**src/rtl/spi_slave_regfile.sv**
```systemverilog
// -----------------------------------------------------------------------------
// spi_slave_regfile
//   SPI mode-0 slave (CPOL=0, CPHA=0, MSB first) fronting a small byte register
//   file. Frame: byte0 = {rw, unused, addr}, byte1 = data. For a write the data
//   byte is committed to reg[addr]. For a read, reg[addr] is shifted out on miso
//   during byte1. miso carries ID_BYTE during byte0. All SPI pins are
//   oversampled in the clk_i domain; nothing is clocked by sck.
//
//   Optional feature: define SPI_SLAVE_AUTOINC_EN for burst frames. Each further
//   data byte advances addr (mod NREG) and is again a write or a read.
//
// Ports
//   clk_i, rst_i          system clock, async active-high reset
//   sck_i, ss_n_i, mosi_i SPI inputs (asynchronous to clk_i)
//   miso_o, miso_oe_o     SPI output data and its output enable
//   regs_o                flat register file, reg[n] at [8n+7:8n]
//   wr_stb_o              one-clk pulse per committed write
//   wr_addr_o, wr_data_o  address/data of the committed write
// -----------------------------------------------------------------------------
module spi_slave_regfile #(
    parameter int         ADDR_W  = 3,
    parameter logic [7:0] ID_BYTE = 8'hA5
) (
    input  logic                      clk_i,
    input  logic                      rst_i,
    input  logic                      sck_i,
    input  logic                      ss_n_i,
    input  logic                      mosi_i,
    output logic                      miso_o,
    output logic                      miso_oe_o,
    output logic [8*(2**ADDR_W)-1:0]  regs_o,
    output logic                      wr_stb_o,
    output logic [ADDR_W-1:0]         wr_addr_o,
    output logic [7:0]                wr_data_o
);
    localparam int NREG = 2**ADDR_W;

    typedef enum logic [1:0] {S_IDLE, S_CMD, S_DATA, S_DONE} state_t;
    state_t r_state, w_state_nxt;

    logic [2:0]            r_sck_s;
    logic [2:0]            r_ss_s;
    logic [1:0]            r_mosi_s;
    logic [2:0]            r_cnt;
    logic [7:0]            r_rx;
    logic [7:0]            r_tx;
    logic                  r_rw;
    logic [ADDR_W-1:0]     r_addr;
    logic                  r_pend_cmd;
    logic                  r_pend_data;
    logic [NREG-1:0][7:0]  r_regs;
    logic                  r_wr_stb;
    logic [ADDR_W-1:0]     r_wr_addr;
    logic [7:0]            r_wr_data;

    logic w_sck_rise, w_sck_fall, w_ss_n, w_ss_fall, w_mosi, w_active, w_byte_end;

    // Two-flop synchronisers. sck and ss_n carry a third flop for edge detection.
    always_ff @(posedge clk_i or posedge rst_i) begin
        if (rst_i) begin
            r_sck_s  <= 3'b000;
            r_ss_s   <= 3'b111;
            r_mosi_s <= 2'b00;
        end else begin
            r_sck_s  <= {r_sck_s[1:0], sck_i};
            r_ss_s   <= {r_ss_s[1:0], ss_n_i};
            r_mosi_s <= {r_mosi_s[0], mosi_i};
        end
    end

    assign w_sck_rise = r_sck_s[1] & ~r_sck_s[2];
    assign w_sck_fall = ~r_sck_s[1] & r_sck_s[2];
    assign w_ss_n     = r_ss_s[1];
    assign w_ss_fall  = ~r_ss_s[1] & r_ss_s[2];
    assign w_mosi     = r_mosi_s[1];
    assign w_active   = (r_state == S_CMD) || (r_state == S_DATA);
    // Deselect wins over a coincident 8th rise, so an aborted byte never completes.
    assign w_byte_end = w_active & w_sck_rise & (r_cnt == 3'd7) & ~w_ss_n;

`ifdef SPI_SLAVE_AUTOINC_EN
    logic [ADDR_W-1:0] w_addr_inc;
    assign w_addr_inc = r_addr + ADDR_W'(1);
`endif

    always_ff @(posedge clk_i or posedge rst_i) begin
        if (rst_i) r_state <= S_IDLE;
        else       r_state <= w_state_nxt;
    end

    always_comb begin
        w_state_nxt = r_state;
        miso_o      = 1'b0;
        miso_oe_o   = 1'b0;
        if (w_ss_n) begin
            w_state_nxt = S_IDLE;
        end else begin
            case (r_state)
                S_IDLE: if (w_ss_fall)  w_state_nxt = S_CMD;
                S_CMD:  if (w_byte_end) w_state_nxt = S_DATA;
                S_DATA: begin
`ifdef SPI_SLAVE_AUTOINC_EN
                    w_state_nxt = S_DATA;
`else
                    if (w_byte_end) w_state_nxt = S_DONE;
`endif
                end
                default: w_state_nxt = r_state;
            endcase
        end
        if (r_state != S_IDLE) miso_oe_o = 1'b1;
        if (w_active)          miso_o    = r_tx[7];
    end

    always_ff @(posedge clk_i or posedge rst_i) begin
        if (rst_i) begin
            r_cnt       <= 3'd0;
            r_rx        <= 8'h00;
            r_tx        <= 8'h00;
            r_rw        <= 1'b0;
            r_addr      <= '0;
            r_pend_cmd  <= 1'b0;
            r_pend_data <= 1'b0;
            r_regs      <= '0;
            r_wr_stb    <= 1'b0;
            r_wr_addr   <= '0;
            r_wr_data   <= 8'h00;
        end else begin
            r_wr_stb    <= 1'b0;
            r_pend_cmd  <= w_byte_end && (r_state == S_CMD);
            r_pend_data <= w_byte_end && (r_state == S_DATA);

            if (w_ss_n || (r_state == S_IDLE)) begin
                r_cnt <= 3'd0;
            end else if (w_sck_rise) begin
                r_cnt <= r_cnt + 3'd1;
                r_rx  <= {r_rx[6:0], w_mosi};
            end

            // Transmit byte: ID on select, then the response byte one clk after a
            // byte boundary. Falls shift, except the fall right after a boundary
            // (r_cnt==0), which must leave the freshly loaded MSB on the wire.
            if ((r_state == S_IDLE) && w_ss_fall) begin
                r_tx <= ID_BYTE;
            end else if (r_pend_cmd) begin
                r_rw   <= r_rx[7];
                r_addr <= r_rx[ADDR_W-1:0];
                r_tx   <= r_rx[7] ? r_regs[r_rx[ADDR_W-1:0]] : 8'h00;
            end else if (r_pend_data) begin
`ifdef SPI_SLAVE_AUTOINC_EN
                r_addr <= w_addr_inc;
                r_tx   <= r_rw ? r_regs[w_addr_inc] : 8'h00;
`else
                r_tx   <= 8'h00;
`endif
            end else if (w_active && w_sck_fall && (r_cnt != 3'd0)) begin
                r_tx <= {r_tx[6:0], 1'b0};
            end

            // A data byte that completed while selected is committed even if
            // ss_n rises in the following clock.
            if (r_pend_data && !r_rw) begin
                r_regs[r_addr] <= r_rx;
                r_wr_stb       <= 1'b1;
                r_wr_addr      <= r_addr;
                r_wr_data      <= r_rx;
            end
        end
    end

    assign regs_o    = r_regs;
    assign wr_stb_o  = r_wr_stb;
    assign wr_addr_o = r_wr_addr;
    assign wr_data_o = r_wr_data;

endmodule

```
**config.mk**
```make
export PLATFORM = sky130hd
export DESIGN_NAME = spi_slave_regfile
export DESIGN_NICKNAME = d
export VERILOG_FILES = /design/src/rtl/spi_slave_regfile.sv
export SDC_FILE = /design/constraint.sdc
export NUM_CORES = 1
export LEC_CHECK = 0
export CAP_MARGIN = 10
export CELL_PAD_IN_SITES_DETAIL_PLACEMENT = 1
export CELL_PAD_IN_SITES_GLOBAL_PLACEMENT = 1
export CORE_ASPECT_RATIO = 1.2
export CORE_MARGIN = 2
export CORE_UTILIZATION = 30
export DETAILED_ROUTE_END_ITERATION = 16
export PLACE_DENSITY_LB_ADDON = 0.2
export SKIP_LAST_GASP = 1
export SLEW_MARGIN = 25
export SYNTH_ARGS = -nofsm -noshare
export SYNTH_HDL_FRONTEND = slang
export SYNTH_SLANG_ARGS = --single-unit
```
**constraint.sdc**
```tcl
create_clock -name clk_i -period 3.8 [get_ports clk_i]
set_input_delay 0.76 -clock clk_i [delete_from_list [all_inputs] [get_ports clk_i]]
set_output_delay 0.76 -clock clk_i [all_outputs]
set_load 0.02 [all_outputs]
```
Word-level counts from Yosys, hierarchy flattened
Index checks and enable logic that the tools add are counted.
- add/sub/neg operators: 1
- multipliers: 0
- div/mod/pow operators: 0
- $lt $le $gt $ge: 3
- equal/unequal tests: 6
- shifts and indexed selects: 0
- mux-type cells: 20
- bitwise logic cells: 11
- reduce and logical (&&, ||, !) cells: 19
- operators by type and width (cell ; number):
    $bwmux W64 ; 1
    $mux W8 ; 7
    $bmux W8 S3 ; 1
    $demux W8 S3 ; 1
    $ne A3 B3 Y1 const B ; 3
    $lt A3 B4 Y1 const B ; 2
    $mux W2 ; 4
    $reduce_bool A4 Y1 ; 2
    $logic_and A1 B1 Y1 ; 7
    $and A1 B1 Y1 ; 6
    $mux W3 ; 2
    $pmux W2 S3 ; 1
    $not A1 Y1 ; 5
    $reduce_and A2 Y1 ; 2
    $reduce_and A4 Y1 ; 1
    $reduce_bool A2 Y1 ; 2
    $add A3 B1 Y3 const B ; 1
    $eq A3 B3 Y1 const B ; 1
    $ge A3 B1 Y1 const B ; 1
    $mux W1 ; 3
    $reduce_bool A3 Y1 ; 1
    $eq A2 B1 Y1 const B ; 1
    $eq A2 B2 Y1 const B ; 1
    $logic_not A2 Y1 ; 1
    other kinds (2) ; 3
- register bits after elaboration: 111
- latch bits: 0
- bits in writable memories: 0
- bits in read-only memories: 0
- bits of input ports: 5
- logic and storage cells: 82
- memories: 0

Longest topological paths before layout
- depth after elaboration: 8
- mapped depth: 7
- mapped depth without buffers: 6

Worst setup path before layout
OpenSTA, ideal clock, no wires.
- path kind: reg-to-output
- start point: register r_state[0]
- end point: output port miso_oe_o
- arrival: 0.964 ns
- setup slack: 2.076 ns
- stages on the path, launching flop included: 5
- buffers on the path: 1
- path through: dfrtp_1 -> inv_1 -> ha_1 -> clkbuf_1 -> inv_1
- cells in the longest elaborated chain, start to end: 2
- RTL lines (item ; line ; text):
    start: declaration ; 39 ; state_t r_state, w_state_nxt;
    start signal: assignment ; 87 ; else r_state <= w_state_nxt;
    $reduce_bool A2 Y1 ; 110 ; if (r_state != S_IDLE) miso_oe_o = 1'b1;
    $mux W1 ; 110 ;
    end: declaration ; 30 ; output logic miso_oe_o,
No other way between the ends.

Final worst setup path
- start point: register r_state[1]
- end point: output port miso_o
- cells in the longest elaborated chain, start to end: 3
- RTL lines (item ; line ; text):
    $eq A2 B1 Y1 or $eq A2 B2 Y1 (tied branches) ; 76 ; assign w_active = (r_state == S_CMD) || (r_state == S_DATA);
    $logic_or A1 B1 Y1 (*) ; 76 ;
    $mux W1 (*) ; 111 ; if (w_active) miso_o = r_tx[7];
    end: declaration ; 29 ; output logic miso_o,
Every way passes the cells marked *; elsewhere a longest branch is shown, timed or not.

==> summary.md <==
| Metric | Value |
|---|---|
| CTS H-Tree Depth | 3 |
| Worst Reg-to-Reg Cells | 5 |
| Remaining global-route overflow | 0 |
| Min-delay src | r_ss_s[0] |
| R2R Path Start | r_rw |
| 1st-iter DRT viols | roughly 120 |
| Reg2reg end | regs_o[41] |
| Initial antenna violation count | 0 |
| IO buf count | between 80 and 90 |
| Final Cycle Share | just under 70% |
| Final Instance Count excl. Fillers | 652 |
| Critical Path AT | between 1.5 and 2 ns |
| Static Leak | approximately 2.9 nW |
| Endpoint, Worst Hold | r_ss_s[1] |
| Number of flops mapped to enable cells by yosys | 0 |
| HPWL after DPL | between 8000 and 9000 um |
| Slew Viols, Final | 0 |
| Buffer depth of the longest clock path | 2 |
| Setup TNS | 0 ns |
| CP max FO | 4 |
| Netlist cell types | 37 |
| Worst skew pair latency | between 0.3 and 0.4 ns |
| Via/cell ratio | 4.81 |
| Drt drc | 0 |
| Clock Sinks | ~110 |
| Post-DR wirelength/cell | between 15 and 20 um |
| Largest net degree at the start of global routing | 46 |
| Maximum vdd drop | about 0.18 mV |
| Synth-to-layout area growth | 26.1% |
| Post-route ant nets | 0 |
| Syn Std Cell Area | a little under 5000 um^2 |
| Crit start category | flip-flop |
| Synth Net Count | 371 |
| IO Pins | 83 |
| Initial Util | between 30 and 40% |
| Max cap viols | 0 |
| Min-Delay Path Class | reg2reg |
| Clock skew | around 0.0082 ns |
| Slew headroom | about a third |
| Final Hold Viols | 0 |
| Share of layout cells above drive strength 1 | roughly 25% |
| Hold depth | 0 |
| Critical path class | reg2out |
| CTS tree | built |
| GRT Total Usage | 15.5% |
| Final RePlAce weighted congestion | 0.746 |
| Setup-failing EPs final | 0 |
| Root buffer cell | clkbuf_16 |
| Placed insts | around 640 |
| Slew at the pin closest to its max-slew limit | a little under 1 ns |
| Clock-pin slew on the worst setup and hold paths | around 0.07 ns |
| Post_cts resized | 0 |
| Synth warn | 0 |
| Pwr dens | between 400 and 500 nW/um^2 |
| #FFs+latches synth | between 100 and 150 |
| Ant. Diodes | 0 |
| Number of global-route vias before repair | approximately 3.5k |
| Required time of the critical path | between 3 and 4 ns |
| Routed vias | roughly 3.1k |
| Placeable Area | roughly 16,000 um^2 |
| Post CTS Setup Buffer Count | 0 |
| CP endpoint kind | output port |
| Drt pass-1 iters | 4 |
| First-pass GRT wire length | ~20,000 um |
| Die height | between 100 and 150 um |
| Fmax achieved | about 380 MHz |
| Ys flop type | dfrtp_1 |
| Rows | around 50 |
| Sequential element share of the synthesized area | between 50% and 60% |
| Flop2flop setup slack | between 1.5 and 2 ns |
| CTS Hold Bufs | 0 |
| Syn Area/Cell | ~14 um^2 |
| RSZ-0062 raised after global routing | false |
| Synth Instances | 360 |
| Routed WL | ~13,000 um |
| Cts bufs inserted | 9 |
| Ys async rst share | 100% |
| Final nets | between 400 and 500 |
| Die width | 121 um |
| Full die area | 17,300 um^2 |
| Status | complete, no violations |
| Tmin final | 2.62 ns |
[worst max path at each step]
| stage | startpoint | end | slack [ns] | cells after the start |
|---|---|---|---|---|
| after global placement | r_state[0] | miso_o | 1.59 | 4 |
| after detailed placement | r_state[1] | miso_o | 1.54 | 4 |
| after floorplan | rst_i | r_addr[0] | 0.11 | 1 |
| final | r_state[1] | miso_o | 1.18 | 4 |
| after CTS | r_state[1] | miso_o | 1.15 | 4 |
| after global routing | r_state[1] | miso_o | 1.08 | 4 |
[stage by stage]
step | setup slack, ns | total power, W | instance area (um^2) | hold slack, ns | util, %
after floorplan | 0.114 | 0.00170 | 4890 | 0.331 | -
after global placement | 1.59 | 0.00183 | 5910 | 0.344 | 36.7
after detailed placement | 1.54 | 0.00184 | 5910 | 0.347 | 36.7
after CTS | 1.15 | 0.00273 | 6160 | 0.357 | 38.3
after global routing | 1.08 | 0.00281 | 6160 | 0.359 | 38.3
final | 1.18 | 0.00268 | 6160 | 0.356 | 38.3
[cell usage in the layout (no fill, tap or decap), types with 3 or more instances in the layout]
cell type          n
mux2_2            75
mux4_2             9
nor2_1             7
o22ai_1            4
inv_1              5
nor3_1             4
o21ai_0            3
a22oi_1            4
nand3_1            3
nand3b_1           3
nand4_1            3
nand2_1           45
dfstp_2            3
mux2i_1           24
clkbuf_1           4
dfrtp_1          107
o211ai_1           4
clkdlybuf4s50_1   82
and3b_1            3
nor2b_1            4
clkbuf_16          9
ha_1               6
and2_1             3
[synth_stat cells (3+ instances only)]
cell,n,area share (%)
buf_6,3,0.69
o211ai_1,4,0.61
mux4_2,9,4.1
o22ai_1,4,0.51
nor3_1,4,0.41
nor2b_1,4,0.51
nor2_1,7,0.54
dfstp_2,3,1.6
nand3b_1,3,0.46
and2_1,3,0.38
nand2_1,45,3.5
and3b_1,3,0.54
mux2i_1,24,4.9
dfrtp_1,108,55
o21ai_0,3,0.31
mux2_2,75,17
nand3_1,3,0.31
clkbuf_1,13,1.0
inv_1,6,0.46
a22oi_1,4,0.61
nand4_1,3,0.38
ha_1,6,1.5
[power by group]
part / switching [W] / internal, W
registers: 0.000155 / 0.00122
clock network: 0.000408 / 0.000460
logic: 0.000218 / 0.000213
total: 0.000781 / 0.00190
[state kept, by name, summed over array words and instances, names as in the netlist]
signal / count
r_pend_cmd: 1
r_pend_data: 1
wr_addr_o: 3
r_rw: 1
r_rx: 8
wr_stb_o: 1
r_tx: 8
regs_o: 64
r_addr: 3
r_state: 2
r_cnt: 3
wr_data_o: 8
r_ss_s: 3
r_mosi_s: 2
r_sck_s: 3
[worst max-delay path, stage by stage (launching register included)]
cell and delay (ns):
dfrtp_1 0.38, inv_1 0.08, ha_1 0.33, and2_1 0.13, clkdlybuf4s50_1 0.59
[layer usage]
metal / track usage (%) / vias up / routed length [um]
li1: - / 1417 / -
met4: 6.24 / 0 / 265
met5: 0 / - / 0
met3: 2.62 / 15 / 342
met2: 26.9 / 53 / 6610
met1: 19.1 / 1654 / 5450
[layout make-up]
class,instances,area (um^2)
clock buffers,14,254
fillers,1747,9920
repair buffers,85,856
clock inverters,1,5.00
inverters,7,28.8
well taps,212,265
flip-flops and latches,111,2780
multi-input cells,222,1970
[cell families after synthesis]
family / count (synthesis) / share of synthesized area (%)
buf+inv: 27 / 2.74
mux: 108 / 26.3
fa+ha+maj: 6 / 1.54
flops: 111 / 56.9
simple gates: 89 / 9.85
xor+xnor: 1 / 0.179
compound gates: 18 / 2.46
Power figures use the tool's default switching activity.
